## src/rtl/core_ctrl_pkg.sv

```systemverilog
// Shared types and sizing for the host-side run controller of the single-cycle core.
// Command opcodes, controller states and the default IRAM / counter widths.
package core_ctrl_pkg;

  localparam int IRAM_DEPTH = 16;
  localparam int ADDR_W     = 4;
  localparam int CNT_W      = 16;

  typedef enum logic [1:0] {
    OP_LOAD = 2'd0,
    OP_DATA = 2'd1,
    OP_RUN  = 2'd2,
    OP_RSVD = 2'd3
  } cmd_op_e;

  typedef enum logic [1:0] {
    ST_IDLE = 2'd0,
    ST_LOAD = 2'd1,
    ST_RUN  = 2'd2,
    ST_HALT = 2'd3
  } state_e;

endpackage

```

## src/rtl/run_budget_counter.sv

```systemverilog
// Cycle budget for a RUN burst: a loadable down-counter that flags its final enabled
// cycle, plus a saturating count of core cycles executed since the last reset release.
module run_budget_counter
  import core_ctrl_pkg::*;
(
  input  logic             clk,
  input  logic             rst,
  input  logic             load,
  input  logic [CNT_W-1:0] budget,
  input  logic             count_en,
  input  logic             clear,
  output logic             expire,
  output logic [CNT_W-1:0] cycles_run
);

  logic [CNT_W-1:0] remaining_q;

  // High during the last enabled cycle of the burst, so the controller stops on the next edge.
  assign expire = count_en && (remaining_q == CNT_W'(1));

  // NOTE: state is updated with non-blocking assignments so every flop samples pre-edge values.
  always_ff @(posedge clk) begin
    if (rst) begin
      remaining_q <= '0;
      cycles_run  <= '0;
    end else begin
      if (load)
        remaining_q <= budget;
      else if (count_en && remaining_q != '0)
        remaining_q <= remaining_q - CNT_W'(1);

      if (clear)
        cycles_run <= '0;
      else if (count_en && cycles_run != '1)
        cycles_run <= cycles_run + CNT_W'(1);
    end
  end

endmodule

```

## src/rtl/core_run_ctrl.sv

```systemverilog
// Command sequencer: loads the core's instruction RAM, releases the core from reset,
// runs it for an exact cycle budget, then freezes it for logic-analyzer readback.
module core_run_ctrl
  import core_ctrl_pkg::*;
(
  input  logic              clk,
  input  logic              rst,
  input  logic              cmd_valid,
  output logic              cmd_ready,
  input  logic [1:0]        cmd_op,
  input  logic [31:0]       cmd_data,
  input  logic              abort,
  output logic              iram_write,
  output logic [ADDR_W-1:0] iram_select,
  output logic [31:0]       iram_data,
  output logic              core_rst_n,
  output logic              core_clk_en,
  output logic              busy,
  output logic              done,
  output logic              err,
  output logic [CNT_W-1:0]  cycles_run
);

  state_e              state_q, state_d;
  logic [ADDR_W-1:0]   widx_q, widx_d;
  logic [ADDR_W:0]     nwords_q, nwords_d;
  logic                write_d, done_d, err_d;
  logic [ADDR_W-1:0]   sel_d;
  logic [31:0]         data_d;
  logic                budget_load, cnt_clear, expire;

  cmd_op_e             op;
  logic                accept;
  logic [ADDR_W:0]     load_n;
  logic                load_ok;
  logic [CNT_W-1:0]    budget;
  logic [ADDR_W:0]     widx_next;

  assign op        = cmd_op_e'(cmd_op);
  assign cmd_ready = (state_q != ST_RUN) && !abort;
  assign accept    = cmd_valid && cmd_ready;
  assign load_n    = cmd_data[ADDR_W:0];
  assign load_ok   = (load_n != '0) && (load_n <= (ADDR_W+1)'(IRAM_DEPTH));
  assign budget    = cmd_data[CNT_W-1:0];
  assign widx_next = {1'b0, widx_q} + (ADDR_W+1)'(1);

  run_budget_counter u_budget (
    .clk        (clk),
    .rst        (rst),
    .load       (budget_load),
    .budget     (budget),
    .count_en   (state_q == ST_RUN),
    .clear      (cnt_clear),
    .expire     (expire),
    .cycles_run (cycles_run)
  );

  always_comb begin
    // NOTE: every signal gets a default first, so no path through the block can infer a latch.
    state_d     = state_q;
    widx_d      = widx_q;
    nwords_d    = nwords_q;
    write_d     = 1'b0;
    sel_d       = iram_select;
    data_d      = iram_data;
    done_d      = 1'b0;
    err_d       = 1'b0;
    budget_load = 1'b0;
    cnt_clear   = 1'b0;

    if (abort) begin
      state_d = ST_IDLE;
    end else begin
      case (state_q)
        ST_IDLE, ST_HALT: begin
          if (accept) begin
            case (op)
              OP_LOAD: begin
                if (load_ok) begin
                  state_d   = ST_LOAD;
                  widx_d    = '0;
                  nwords_d  = load_n;
                  cnt_clear = (state_q == ST_HALT);
                end else begin
                  err_d = 1'b1;
                end
              end
              OP_RUN: begin
                // A fresh release from reset restarts the count; a HALT resume keeps it.
                cnt_clear = (state_q == ST_IDLE);
                if (budget == '0) begin
                  state_d = ST_HALT;
                  done_d  = 1'b1;
                end else begin
                  state_d     = ST_RUN;
                  budget_load = 1'b1;
                end
              end
              default: err_d = 1'b1;
            endcase
          end
        end
        ST_LOAD: begin
          if (accept) begin
            if (op == OP_DATA) begin
              write_d = 1'b1;
              sel_d   = widx_q;
              data_d  = cmd_data;
              widx_d  = widx_q + ADDR_W'(1);
              if (widx_next == nwords_q) begin
                state_d = ST_IDLE;
                done_d  = 1'b1;
              end
            end else begin
              err_d = 1'b1;
            end
          end
        end
        ST_RUN: begin
          if (expire) begin
            state_d = ST_HALT;
            done_d  = 1'b1;
          end
        end
        default: state_d = ST_IDLE;
      endcase
    end
  end

  always_ff @(posedge clk) begin
    if (rst) begin
      state_q     <= ST_IDLE;
      widx_q      <= '0;
      nwords_q    <= '0;
      iram_write  <= 1'b0;
      iram_select <= '0;
      iram_data   <= '0;
      core_rst_n  <= 1'b0;
      core_clk_en <= 1'b0;
      busy        <= 1'b0;
      done        <= 1'b0;
      err         <= 1'b0;
    end else begin
      state_q     <= state_d;
      widx_q      <= widx_d;
      nwords_q    <= nwords_d;
      iram_write  <= write_d;
      iram_select <= sel_d;
      iram_data   <= data_d;
      core_rst_n  <= (state_d == ST_RUN) || (state_d == ST_HALT);
      core_clk_en <= (state_d == ST_RUN);
      busy        <= (state_d == ST_LOAD) || (state_d == ST_RUN);
      done        <= done_d;
      err         <= err_d;
    end
  end

endmodule
```

## config.mk

```make
export PLATFORM = sky130hd
export DESIGN_NAME = core_run_ctrl
export DESIGN_NICKNAME = d
export VERILOG_FILES = /design/src/rtl/core_ctrl_pkg.sv /design/src/rtl/run_budget_counter.sv /design/src/rtl/core_run_ctrl.sv
export SDC_FILE = /design/constraint.sdc
export NUM_CORES = 1
export LEC_CHECK = 0
export CORE_MARGIN = 1
export CORE_UTILIZATION = 54
export DETAILED_ROUTE_END_ITERATION = 12
export PLACE_DENSITY = 0.86
export REMOVE_ABC_BUFFERS = 1
export SYNTH_ARGS = -nofsm -noshare
export SYNTH_HDL_FRONTEND = slang
export SYNTH_HIERARCHICAL = 1
export SYNTH_SLANG_ARGS = --single-unit
```

## constraint.sdc

```tcl
create_clock -name clk -period 7.2 [get_ports clk]
set_clock_uncertainty 0.2 [all_clocks]
set_input_delay 1.08 -clock clk [delete_from_list [all_inputs] [get_ports clk]]
set_output_delay 1.08 -clock clk [all_outputs]
set_load 0.02 [all_outputs]
```

Yosys cells after proc, flatten, opt, wreduce, memory -nomap -nowiden
Index checks and enable logic that the tools add are counted.
{"block": "totals", "input_bits": 38, "output_inout_bits": 59, "wordCells": 104, "register_bits": 85}
{"block": "op_classes", "reduce_logical": 23, "magnitude_cmp": 1, "eq_ne": 17, "mux": 43, "n_addsub": 4, "n_bitwise": 3}
{"cell": "$mux W16", "count": 2}
{"cell": "$mux W1", "count": 22}
{"cell": "$mux W4", "count": 5}
{"cell": "$add A16 B1 Y16 const B", "count": 1}
{"cell": "$eq A16 B1 Y1 const B", "count": 1}
{"cell": "$logic_not A16 Y1", "count": 1}
{"cell": "$ne A16 B16 Y1 const B", "count": 1}
{"cell": "$reduce_bool A16 Y1", "count": 1}
{"cell": "$sub A16 B1 Y16 const B", "count": 1}
{"cell": "$mux W2", "count": 7}
{"cell": "$eq A2 B2 Y1 const B", "count": 5}
{"cell": "$ne A2 B2 Y1 const B", "count": 5}
{"cell": "$pmux W4 S2", "count": 1}
{"cell": "$reduce_and A7 Y1", "count": 1}
{"cell": "$eq A2 B1 Y1 const B", "count": 3}
{"cell": "$logic_and A1 B1 Y1", "count": 6}
{"cell": "$pmux W1 S2", "count": 3}
{"cell": "$pmux W2 S3", "count": 1}
{"cell": "$reduce_or A2 Y1", "count": 3}
{"cell": "$add A4 B1 Y5 const B", "count": 1}
{"cell": "$eq A5 B5 Y1", "count": 1}
{"cell": "$le A5 B5 Y1 const B", "count": 1}
{"cell": "$reduce_and A5 Y1", "count": 1}
{"cell": "$reduce_bool A5 Y1", "count": 1}
{"cell": "11 further kinds", "count": 16}

Logic depth before layout (Yosys ltp)
Gate-level depths: netlist of the first run.
{"block": "depth", "depth_word": 9, "ltp_mapped": 11, "depth_no_buf": 10}

Cells and area by module
The synthesis of the first run kept the hierarchy.
{"module": "core_run_ctrl", "seq_area_each_um2": 1041.0, "n_inst": 1, "area_per_inst_um2": 2283.4, "cells_per_inst": 283}
{"module": "run_budget_counter", "seq_area_each_um2": 640.6, "n_inst": 1, "area_per_inst_um2": 1799.2, "cells_per_inst": 226}

Worst setup path after synthesis of the first run
OpenSTA, ideal clock, no wires.
{"block": "synth_timing", "path_type": "input to register", "start": "input abort", "end": "register u_budget.remaining_q[4]", "setup_ps": 114, "arrival_time_ps": 2790, "setup_slack_ps": 4095, "path_buffers": 2, "path_stages": 8, "cell_sequence": "clkbuf_1 -> nor4b_1 -> nand2_1 -> nor3_1 -> inv_1 -> clkbuf_1 -> and4_1 -> a2111oi_0"}
{"block": "synth_between", "elab_chain_cells": 7}
{"item": "from (decl)", "line_no": "core_run_ctrl.sv:12", "rtl": "input logic abort,"}
{"item": "$logic_not A1 Y1", "line_no": "core_run_ctrl.sv:40", "rtl": "assign cmd_ready = (state_q != ST_RUN) && !abort;"}
{"item": "$logic_and A1 B1 Y1", "line_no": "core_run_ctrl.sv:40"}
{"item": "$logic_and A1 B1 Y1", "line_no": "core_run_ctrl.sv:41", "rtl": "assign accept = cmd_valid && cmd_ready;"}
{"item": "$mux W1", "line_no": "core_run_ctrl.sv:76", "rtl": "if (accept) begin"}
{"item": "$mux W1", "line_no": "core_run_ctrl.sv:74", "rtl": "case (state_q)"}
{"item": "$mux W1 (*)", "line_no": "core_run_ctrl.sv:71", "rtl": "if (abort) begin"}
{"item": "via budget_load", "line_no": "core_run_ctrl.sv:30", "rtl": "logic budget_load, cnt_clear, expire;"}
{"item": "$mux W16 / $reduce_bool A2 Y1 (equally long branches)"}
{"item": "to (signal assigned)", "line_no": "run_budget_counter.sv:28", "rtl": "remaining_q <= budget;"}
{"item": "to (signal assigned)", "line_no": "run_budget_counter.sv:30", "rtl": "remaining_q <= remaining_q - CNT_W'(1);"}
{"item": "to (decl)", "line_no": "run_budget_counter.sv:16", "rtl": "logic [CNT_W-1:0] remaining_q;"}
Mark *: on every way through the listed nets, which the timed path passes. The rest lies on a longest branch.
A chain may end at the register's enable or synchronous reset.

Final worst setup path of the first run
{"block": "layout_timing", "start": "input abort", "end": "output cmd_ready"}
{"block": "layout_between", "elab_chain_cells": 2}
{"item": "$logic_not A1 Y1", "line_no": "core_run_ctrl.sv:40"}
{"item": "$logic_and A1 B1 Y1", "line_no": "core_run_ctrl.sv:40"}
{"item": "to (decl)", "line_no": "core_run_ctrl.sv:9", "rtl": "output logic cmd_ready,"}
No other way between the ends.

==> flow_summary.yaml, run 1 <==
timing:
  hold_slack_ps: 257
  finalHoldViolations: 0
  max_slew_margin: 0.141
  setup-tns-final_ps: 0
  setup_viol: 0
  worst_pin_slew_ps: 1290
  fin_crit_ps: 3720
  fin_crit_sh: 0.517
  slew_violations: 0
  grt_setup_unrepaired: "no"
  fmax_mhz: 269
routing:
  wire_per_inst_um: 15.4
  ant_nets: 0
  routed_via_density: 5.82
  firstDrtPassIters: 5
  wl_um: 10700
  drcViolationCount: 0
  drt_iter0_markers: 216
  vias: 4035
cts:
  hold_buffers: 0
  cts_tree: "done"
  cts_resized: 0
  cts_inserted_buffers: 9
  cts_buffer_depth: 2
  clk_pin_slew_ps: 90
  cts_max_level: 3
  cts-root-buf: "clkbuf_8"
  clock-sinks: 84
  cts_setup_buffers: 0
  clkLatencyLatePin_ps: 370
placed_design:
  place.gp.congestion: 0.868
  dp_hpwl_um: 7480
  io_buffers: 96
layout:
  nFillCells: 602
  final_common_cell: "nand2_1"
  drive_gt1_frac: 0.0556
  area_growth_pct: 29.1
  mostFrequentLayoutCells: "nand2_1, clkdlybuf4s50_1, dfxtp_1"
  nets: 637
  antenna_cells: 0
grt:
  grt_max_degree: 72
  track_usage: 0.272
  grt_pass1_wl_um: 16800
  grt_pass1_vias: 3605
  antenna_found_initial: 0
  gr-total-overflow: 0
floorplanning:
  io_pins: 97
  die_y_um: 89.0
  num_rows: 31
  die_area_um2: 7910
  die_w_um: 89.0
  start_util: 0.560
  core_um2: 7290
power_and_ir_drop:
  power_density_nw_per_um2: 179
  p_leak_nw: 1.71
  ir_drop_mv: 0.0962
logic_synthesis:
  yosys_warnings: 6
  synthFlopType: "dfxtp_1"
  synth_top_family_by_area: "simple AND/OR/NAND/NOR gates"
  synth-seq-cells: 84
  yosysTopAreaCell: "dfxtp_1"
  synth_fa_ha_area_frac: 0.0306
  synth_area_leaders: "dfxtp_1, nand2_1, a21oi_1"
  synth_cell_type_count: 63
  synth_edf_count: 0
  synth_area_um2: 4080
  synth_top_area_frac: 0.412
  yosys.area_share.xor_xnor: 0.0169
  synthSimpleGateAreaFrac: 0.306
  synthArstFlopShare: 0
  avgSynthCellArea_um2: 8.02
  synth_mux_area_frac: 0.00245
  syn_inst: 509
  synth_compound_area_frac: 0.190
  synth-seq-area-share: 0.412
job:
  maxCapViolCount: 0
setup_path:
  start_kind: "primary input"
  cp_top_family: "buffers and inverters"
  crit_chain: "clkdlybuf4s50_1 -> nor2_1 -> clkdlybuf4s50_1"
  crit_arrival_ps: 2440
  cp_max_fo: 11
  cpMostUsedCell: "clkdlybuf4s50_1"
  cp_slowest_cell: "clkdlybuf4s50_1"
  slowest_delay_ps: 620
  critical_path_class: "primary input to primary output"
  r2r_start: "state_q[0]"
  cp-end-kind: "primary output"
  crit_start: "abort"
  worst-path-buf-inv: 2
  crit_required_ps: 5920
run_status:
  outcome: "completed"
hold_path:
  hp-start: "iram_data[23]"
  hp-class: "flip-flop to flip-flop"
-- cell families after synthesis --
group                      after synthesis
xor gates and xnor gates                 7
muxes                                    1
adders and majority gates               10
DFF                                     84
and+or+nand+nor                        239
buffers and inverters                   43
AOI/OAI and AO/OA                      125
-- worst register-to-register path: stages (launching register included) --
cell       delay [ps]
dfxtp_1           430
inv_1             110
ha_1              400
nor4b_1           420
nand2_1           130
nor3_1            190
buf_4             230
inv_1             290
and4_1            300
a2111oi_0         280
-- Yosys cell counts, drive strengths merged (3+ instances only) --
cell and instances:
nand4 9, or3 12, nand2 99, nor3b 3
a2111oi 3, or4 10, ha 10, o21ai 15
o211ai 5, or4b 3, inv 14, nand3b 4
nor4b 4, a21oi 62, dfxtp 84, buf 11
nand3 16, a311oi 9, nor3 13, nor4 14
and4 4, o31ai 7, nor2 29, a211oi 3
nor2b 3, clkbuf 18, nand2b 3, xnor2 6
and3 6
-- metal layers --
| metal | global-route usage | vias up | share of wire |
|---|---|---|---|
| met2 | 0.487 | 129 | 0.50 |
| met5 | 0 | - | 0 |
| met4 | 0.0736 | 0 | 0.0096 |
| met3 | 0.0591 | 11 | 0.064 |
| li1 | - | 2006 | - |
| met1 | 0.332 | 1889 | 0.42 |
-- report_power, final --
part	total, mW	switching (mW)	leakage (nW)	internal, mW
sequential	0.481	0.00894	0.678	0.472
combinational	0.114	0.0654	0.934	0.0488
clock	0.350	0.185	0.101	0.166
-- path summary, 6_finish.rpt --
| kind | endpoint | slack, ps | cells past startpoint |
|---|---|---|---|
| worst max-delay path | cmd_ready | 3480 | 3 |
| worst min-delay path | iram_data[23] | 260 | 2 |
| worst max register to register | u_budget/remaining_q[4] | 4100 | 9 |
| worst min register to register | iram_data[23] | 260 | 2 |
-- state kept, by name, summed over array words and instances, names as in the netlist --
name                  cells
done                      1
u_budget/cycles_run      16
state_q                   1
iram_select               4
nwords_q                  5
core_rst_n                1
iram_write                1
iram_data                32
err                       1
widx_q                    4
u_budget/remaining_q     16
core_clk_en               1
busy                      1
-- per-stage QoR --
step | setup slack [ps] | utilization | std cells | cell area [µm²] | total power, mW
6_report | 3480 | 0.723 | 693 | 5270 | 0.945
5_1_grt | 3350 | 0.723 | 693 | 5270 | 0.981
4_1_cts | 3470 | 0.722 | 693 | 5260 | 0.946
3_5_place_dp | 3400 | 0.694 | 677 | 5060 | 0.602
3_3_place_gp | 3490 | 0.694 | 677 | 5060 | 0.599
2_1_floorplan | 3570 | - | 480 | 3960 | 0.549
-- final cells by class --
class                   instances  area (µm²)  share of cell area
multi-input cells             382        2240               0.424
flip-flops and latches         84        1680               0.319
repair buffers                 98         971               0.184
clock buffers                   9         124              0.0235
well taps                      99         124              0.0235
clock inverters                 7        81.3              0.0154
inverters                      14        52.6             0.00997
Power figures use the tool's default switching activity.
==> run 2: changes to the inputs <==
- CORE_UTILIZATION: 54 -> 45
- PLACE_DENSITY: 0.86 -> 0.76
- clock period: 7.2 -> 3.2 ns (I/O delays scaled with it)
==> run 2 against run 1 <==
Against the previous run:
- combinational power up 130%
- non-clock buffer count up 13
- via count up 1.4%
- utilization down 11 points
- cell area up 1.9%
- critical path type is now flip-flop to flip-flop
==> flow_summary.yaml, run 2 (synthesis results as in run 1) <==
run_status:
  outcome: "completed"
setup_path:
  reg2reg_to: "busy"
  critical_path_class: "flip-flop to flip-flop"
  reg2reg_depth: 9
  cp_max_fo: 12
  cp-end-kind: "flip-flop"
  crit_arrival_ps: 2890
  setup.worst_path.end: "busy"
  crit_required_ps: 3290
  r2r_start: "state_q[0]"
  reg2reg_slack_ps: 400
  crit_start: "state_q[0]"
  start_kind: "flip-flop"
routing:
  routed_via_density: 5.72
  drcViolationCount: 0
  wire_per_inst_um: 14.8
  vias: 4093
  ant_nets: 0
  firstDrtPassIters: 4
  drt_iter0_markers: 222
  wl_um: 10600
cts:
  clkLatencyLatePin_ps: 360
  cts_max_level: 3
  clock-sinks: 84
  cts-root-buf: "clkbuf_8"
  cts_resized: 0
  cts_inserted_buffers: 9
  clk_pin_slew_ps: 90
  hold_buffers: 0
  cts_setup_buffers: 0
  cts_buffer_depth: 2
  cts_tree: "done"
placed_design:
  dp_hpwl_um: 7580
  pre_cts_slack_ps: 277
  dp.cells: 699
  io_buffers: 96
  place.gp.congestion: 0.839
timing:
  max_slew_margin: 0.431
  slew_violations: 0
  grt_setup_unrepaired: "no"
  fin_crit_ps: 2800
  setup_viol: 0
  fmax_mhz: 358
  finalHoldViolations: 0
  hold_slack_ps: 258
  worst_slack_ps: 403
  fin_crit_sh: 0.874
  worst_pin_slew_ps: 846
floorplanning:
  die_y_um: 97.3
  io_pins: 97
  die_w_um: 97.3
  core_um2: 8760
  start_util: 0.466
  die_area_um2: 9460
  num_rows: 34
power_and_ir_drop:
  power_density_nw_per_um2: 398
  ir_drop_mv: 0.236
  power_mw: 2.14
  p_leak_nw: 1.78
grt:
  antenna_found_initial: 0
  grt_max_degree: 38
  gr-total-overflow: 0
  grt_pass1_wl_um: 17400
  grt_pass1_vias: 3727
  track_usage: 0.220
job:
  maxCapViolCount: 0
layout:
  largest_reg_flops: 32
  instances_no_fill: 715
  drive_gt1_frac: 0.0741
  top_register: "iram_data"
  final_common_cell: "nand2_1"
  nets: 650
  mostFrequentLayoutCells: "nand2_1, clkdlybuf4s50_1, dfxtp_1"
  final_util: 0.613
  area_growth_pct: 31.6
  antenna_cells: 0
  largestRegisters: "iram_data (32), u_budget/cycles_run (16), u_budget/remaining_q (16)"
hold_path:
  hp-class: "flip-flop to flip-flop"
-- run 2: cell types whose count changed in the layout (fill, tap and decap cells not counted), sizes merged --
cell | previous run | this run
buf | 3 | 16
-- run 2: per-stage QoR --
| stage | TNS (ps) | instance area (µm²) |
|---|---|---|
| 2_1_floorplan | -394 | 3960 |
| 3_3_place_gp | 0 | 5170 |
| 3_5_place_dp | 0 | 5170 |
| 4_1_cts | 0 | 5370 |
| 5_1_grt | 0 | 5370 |
| 6_report | 0 | 5370 |
-- run 2: layout make-up --
type / count / area, µm²
fill: 808 / 3390
multi-input combinational: 382 / 2230
sequential: 84 / 1680
timing repair buffer: 111 / 1070
tap: 108 / 135
clock buffer: 9 / 124
clock inverter: 7 / 81.3
inverter: 14 / 52.6
-- run 2: worst min-delay path by stage --
stage / cells past startpoint / slack [ps] / startpoint / end
2_1_floorplan: 2 / 240 / nwords_q[0] / nwords_q[0]
3_3_place_gp: 2 / 240 / iram_data[11] / iram_data[11]
3_5_place_dp: 2 / 250 / iram_data[3] / iram_data[3]
4_1_cts: 2 / 260 / iram_data[3] / iram_data[3]
5_1_grt: 2 / 280 / iram_data[17] / iram_data[17]
6_report: 2 / 260 / iram_select[0] / iram_select[0]
-- run 2: worst max-delay path, stage by stage, from the launching register on --
cell and delay (ps):
dfxtp_1 430, inv_1 110, ha_1 340, or4b_4 610, nor3_4 300, nand2_4 130, o311ai_1 130, nor3_1 100
ha_1 290, nor2_1 100
-- run 2: routing by layer --
layer  vias to the layer above  GRT usage  routed length [µm]
li1                       2038          -                   -
met1                      1925      0.280                4690
met2                       112      0.379                5230
met3                        18     0.0259                 438
met4                         0     0.0882                 199
met5                         -          0                   0
-- run 2: power by group --
part / internal, mW / switching [mW] / leakage, nW
combinational: 0.120 / 0.146 / 0.996
sequential: 1.06 / 0.0188 / 0.678
clock: 0.373 / 0.421 / 0.101
total: 1.56 / 0.585 / 1.78
==> run 3: changes to the inputs <==
- SKIP_CTS_REPAIR_TIMING: not set -> 1
==> results of run 3 <==
Same layout as run 2: the final DEF is identical, and so are final timing and power.
